`src/rtl/spi_pkg.sv`:
```
// Shared types and sizes for the two-requester SPI arbiter.
package spi_pkg;
    localparam int NUM_REQ = 2;
    localparam int ADDR_W  = 7;
    localparam int DATA_W  = 8;
    localparam int CNT_W   = 8;

    typedef enum logic [2:0] {IDLE, ARB, LAUNCH, WAIT, DONE} state_t;

    function automatic logic [NUM_REQ-1:0] owner_onehot(input logic idx);
        return idx ? 2'b10 : 2'b01;
    endfunction
endpackage

```
`src/rtl/spi_timeout_cnt.sv`:
```
// WAIT-state watchdog: counts enabled cycles and flags the last allowed one.
module spi_timeout_cnt import spi_pkg::*; #(
    parameter int TIMEOUT = 64
) (
    input  logic CLK,
    input  logic reset,
    input  logic clear,
    input  logic enable,
    output logic expired
);
    logic [CNT_W-1:0] cnt_q, cnt_d;

    always_comb begin
        cnt_d = cnt_q;
        if (clear)       cnt_d = '0;
        else if (enable) cnt_d = cnt_q + 1'b1;
    end

    always_ff @(posedge CLK or negedge reset) begin
        if (!reset) cnt_q <= '0;
        else        cnt_q <= cnt_d;
    end

    // Asserted during the TIMEOUT-th WAIT cycle, so WAIT lasts at most TIMEOUT cycles.
    assign expired = (cnt_q == CNT_W'(TIMEOUT - 1));
endmodule

```
`src/rtl/spi_req_arbiter.sv`:
```
// Round-robin arbiter sharing one SPI three-wire engine between two requesters.
module spi_req_arbiter import spi_pkg::*; #(
    parameter int TIMEOUT = 64
) (
    input  logic                CLK,
    input  logic                reset,
    input  logic [NUM_REQ-1:0]  req,
    input  logic [NUM_REQ-1:0]  wr,
    input  logic [ADDR_W-1:0]   addr0,
    input  logic [ADDR_W-1:0]   addr1,
    input  logic [DATA_W-1:0]   wdata0,
    input  logic [DATA_W-1:0]   wdata1,
    output logic [NUM_REQ-1:0]  grant,
    output logic [NUM_REQ-1:0]  done,
    output logic                err,
    output logic [DATA_W-1:0]   rdata,
    output logic                GO,
    output logic                spi_wr,
    output logic [ADDR_W-1:0]   spi_addr,
    output logic [DATA_W-1:0]   spi_wdata,
    input  logic                ORDY,
    input  logic [DATA_W-1:0]   spi_rdata
);
    state_t              state_q, state_d;
    logic [NUM_REQ-1:0]  grant_q, grant_d, done_q, done_d;
    logic                err_q, err_d, go_q, go_d, spi_wr_q, spi_wr_d;
    logic                owner_q, owner_d, ptr_q, ptr_d;
    logic [DATA_W-1:0]   rdata_q, rdata_d, spi_wdata_q, spi_wdata_d;
    logic [ADDR_W-1:0]   spi_addr_q, spi_addr_d;
    logic                win, cnt_clr, cnt_en, expired;

    // Pointer breaks ties only; a lone requester wins outright.
    assign win = (req == 2'b11) ? ptr_q : ~req[0];

    spi_timeout_cnt #(.TIMEOUT(TIMEOUT)) u_cnt (
        .CLK     (CLK),
        .reset   (reset),
        .clear   (cnt_clr),
        .enable  (cnt_en),
        .expired (expired)
    );

    always_comb begin
        state_d     = state_q;
        grant_d     = grant_q;
        done_d      = '0;
        err_d       = err_q;
        rdata_d     = rdata_q;
        go_d        = 1'b0;
        spi_wr_d    = spi_wr_q;
        spi_addr_d  = spi_addr_q;
        spi_wdata_d = spi_wdata_q;
        owner_d     = owner_q;
        ptr_d       = ptr_q;
        cnt_clr     = 1'b0;
        cnt_en      = 1'b0;
        case (state_q)
            IDLE: if (|req) state_d = ARB;
            ARB: begin
                if (|req) begin
                    owner_d     = win;
                    grant_d     = owner_onehot(win);
                    spi_wr_d    = wr[win];
                    spi_addr_d  = win ? addr1 : addr0;
                    spi_wdata_d = win ? wdata1 : wdata0;
                    go_d        = 1'b1;
                    state_d     = LAUNCH;
                end else begin
                    state_d = IDLE;
                end
            end
            LAUNCH: begin
                cnt_clr = 1'b1;
                state_d = WAIT;
            end
            WAIT: begin
                cnt_en = 1'b1;
                if (ORDY) begin
                    rdata_d = spi_wr_q ? '0 : spi_rdata;
                    err_d   = 1'b0;
                    done_d  = owner_onehot(owner_q);
                    state_d = DONE;
                end else if (expired) begin
                    rdata_d = '0;
                    err_d   = 1'b1;
                    done_d  = owner_onehot(owner_q);
                    state_d = DONE;
                end
            end
            DONE: begin
                grant_d = '0;
                ptr_d   = ~owner_q;
                state_d = IDLE;
            end
            default: state_d = IDLE;
        endcase
    end

    always_ff @(posedge CLK or negedge reset) begin
        if (!reset) begin
            state_q     <= IDLE;
            grant_q     <= '0;
            done_q      <= '0;
            err_q       <= 1'b0;
            rdata_q     <= '0;
            go_q        <= 1'b0;
            spi_wr_q    <= 1'b0;
            spi_addr_q  <= '0;
            spi_wdata_q <= '0;
            owner_q     <= 1'b0;
            ptr_q       <= 1'b0;
        end else begin
            state_q     <= state_d;
            grant_q     <= grant_d;
            done_q      <= done_d;
            err_q       <= err_d;
            rdata_q     <= rdata_d;
            go_q        <= go_d;
            spi_wr_q    <= spi_wr_d;
            spi_addr_q  <= spi_addr_d;
            spi_wdata_q <= spi_wdata_d;
            owner_q     <= owner_d;
            ptr_q       <= ptr_d;
        end
    end

    assign grant     = grant_q;
    assign done      = done_q;
    assign err       = err_q;
    assign rdata     = rdata_q;
    assign GO        = go_q;
    assign spi_wr    = spi_wr_q;
    assign spi_addr  = spi_addr_q;
    assign spi_wdata = spi_wdata_q;
endmodule

```
`config.mk`:
```
export PLATFORM = sky130hd
export DESIGN_NAME = spi_req_arbiter
export DESIGN_NICKNAME = d
export VERILOG_FILES = /design/src/rtl/spi_pkg.sv /design/src/rtl/spi_timeout_cnt.sv /design/src/rtl/spi_req_arbiter.sv
export SDC_FILE = /design/constraint.sdc
export NUM_CORES = 1
export LEC_CHECK = 0
export ABC_AREA = 1
export ABC_CLOCK_PERIOD_IN_PS = 1900
export CAP_MARGIN = 20
export CORE_UTILIZATION = 44
export DETAILED_ROUTE_END_ITERATION = 10
export GPL_ROUTABILITY_DRIVEN = 0
export GPL_TIMING_DRIVEN = 0
export PLACE_DENSITY_LB_ADDON = 0.1
export SETUP_SLACK_MARGIN = 0.1
export SYNTH_ARGS = -nofsm -noshare
export SYNTH_HDL_FRONTEND = slang
export SYNTH_SLANG_ARGS = --single-unit
```
`constraint.sdc`:
```
create_clock -name CLK -period 1.9 [get_ports CLK]
set_clock_uncertainty 0.05 [all_clocks]
set_input_delay 0.285 -clock CLK [delete_from_list [all_inputs] [get_ports CLK]]
set_output_delay 0.285 -clock CLK [all_outputs]
set_load 0.1 [all_outputs]
```
==> flow_summary.json <==
{
  "ys_ff_latch": 43,
  "core-area_um2": 4410,
  "totalWireLength_mm": 4.69,
  "die_area_um2": 4920,
  "synthFlopType": "dfrtp_1",
  "vias": 1905,
  "cp-end-kind": "output port",
  "final_cell_area_um2": 2960,
  "pin_count": 75,
  "required_ps": 1560,
  "slowest_delay_ps": 560,
  "portBuffers": 73,
  "max_cap_violations": 0,
  "dr.pass1.iters": 4,
  "cp_cell_sequence": "clkdlybuf4s15_2",
  "ys_warn_count": 0,
  "route.detailed.drc": 0,
  "tightest_slew_ps": 559,
  "arrival_ps": 1220,
  "final_layout_size_suffix_gt1_frac": 0.165,
  "yosysMostFrequentCell": "nand2_1",
  "critical_path_class": "flip-flop to output port",
  "ys_top_cells_by_count": "nand2_1, dfrtp_1, inv_1",
  "max-slew-margin-rel": 0.629,
  "critPathLaunchType": "flip-flop",
  "yosys.area.top_type": "dfrtp_1",
  "final_max_slew_viol_count": 0,
  "clk_path_buf_depth": 2,
  "finalCritPeriodShare": 0.820,
  "cts_tree": "done",
  "postRouteAntennaNets": 0,
  "synth_seq_area_share": 0.527,
  "synth-edff-count": 0,
  "track_usage": 0.215,
  "area_growth_pct": 45.1,
  "synth_top_area_frac": 0.527,
  "start_util": 0.463,
  "syn-num-nets": 309,
  "crit_cells": 1,
  "fin_cells": 397,
  "clock_sinks": 43,
  "cts_root_buffer": "clkbuf_8",
  "holdPathStages": 3,
  "antenna_found_initial": 0,
  "crit_path_end": "spi_wdata[2]",
  "antenna-diode-count": 0,
  "reg2reg_depth": 9,
  "synth_area_um2": 2040,
  "hold_viol_final": 0,
  "hp-class": "input port to flip-flop",
  "reg2reg_slack_ps": 410,
  "avgSynthCellArea_um2": 7.77,
  "crit_path_top_delay_cell": "clkdlybuf4s15_2",
  "dp_cells": 389,
  "grt_max_degree": 25,
  "place_area_um2": 2850,
  "startpoint": "spi_wdata[2]",
  "max_clock_freq_ghz": 0.642,
  "crit_family": "buffers and inverters",
  "cp_num_buf_inv": 1,
  "ys_top_cells_by_area": "dfrtp_1, nand2_1, inv_1",
  "grt_pass1_vias": 1824,
  "period_needed_ps": 1560,
  "clk_latency_ps": 290,
  "critPathMaxFanout": 2,
  "via_per_inst": 4.80,
  "htreeDepth": 2,
  "async_flop_share": 1.00,
  "netlist_instances": 263,
  "cts_buffers": 5,
  "die-height_um": 70.1,
  "overflow": 0,
  "synth_cell_types": 21,
  "rows": 24,
  "hpwl_mm": 3.54,
  "setup_violations": 0,
  "rr_startpoint": "u_cnt.cnt_q[0]",
  "final_nets": 391,
  "grt_first_pass_wirelength_mm": 8.25,
  "drt-initial-drc-count": 62,
  "avgRoutedWirePerCell_um": 11.8,
  "grt_setup_unrepaired": "no",
  "clkTransAtPathRegs_ps": 80,
  "r2r-end": "rdata[7]",
  "status": "complete, no violations",
  "die_x_um": 70.1
}
==> kinds of logic after synthesis <==
kind of cell	share of synthesized area
compound gates	0.0337
fa+ha+maj	0.00612
buf+inv	0.0637
flops	0.527
simple gates	0.370
==> through the flow <==
stage | utilization | hold slack (ps) | worst slack [ps] | setup TNS [ps]
floorplan | - | -60.6 | 188 | 0
global route | 0.671 | 263 | 245 | 0
detailed placement | 0.647 | 214 | 82.1 | 0
finish | 0.671 | 280 | 342 | 0
global placement | 0.643 | 401 | -679 | -29110
CTS | 0.675 | 269 | 31.6 | 0
==> registers in the layout, indices dropped and copies added (netlist names), 2 cells and up <==
signal       count
rdata            8
grant            2
done             2
spi_addr         7
spi_wdata        8
state_q          3
u_cnt.cnt_q      8
==> layout by cell type, fill, tap and decap left out, types with 2 or more instances in the layout <==
cell             count
o21ai_0              7
clkdlybuf4s15_2     26
nand3_1             10
inv_1               17
a21oi_1              5
nor3_1               3
inv_2                2
nor2_1              15
buf_6                2
clkbuf_8             6
nand2_2              2
nand2_1            133
nor2_2               3
clkdlybuf4s50_1     42
dfrtp_1             43
clkbuf_2             4
buf_2                6
nand4_1              9
==> worst min path at each step <==
| stage | from | end | slack, ps |
|---|---|---|---|
| floorplan | reset | GO | -60 |
| global placement | owner_q | done[0] | 400 |
| detailed placement | reset | u_cnt.cnt_q[3] | 210 |
| CTS | ORDY | rdata[6] | 270 |
| global route | ORDY | rdata[6] | 260 |
| finish | ORDY | rdata[6] | 280 |
==> final cells by class <==
cell class / count / area [um2]
tap: 52 / 65.1
clock buffer: 6 / 82.6
inverter: 20 / 75.1
buffer: 8 / 55.1
sequential: 43 / 1080
timing repair buffer: 75 / 768
clock inverter: 1 / 5.00
fill: 396 / 1450
multi-input combinational: 192 / 837
==> layer usage <==
layer / global-route usage / vias up / wire, um
met4: 0.0733 / 0 / 59
met1: 0.271 / 871 / 2120
met2: 0.348 / 52 / 2200
met3: 0.0678 / 5 / 308
li1: - / 977 / -
met5: 0 / - / 0
==> what timing repair did <==
action,CTS,global route
resized for setup,84,6
setup endpoints to repair,30,4
hold buffers,1,0
setup buffers,0,0
hold endpoints to repair,19,0
Power is left out: the tool's default activity adds up to more than one toggle a clock period on the data nets, which glitch-free logic cannot reach.
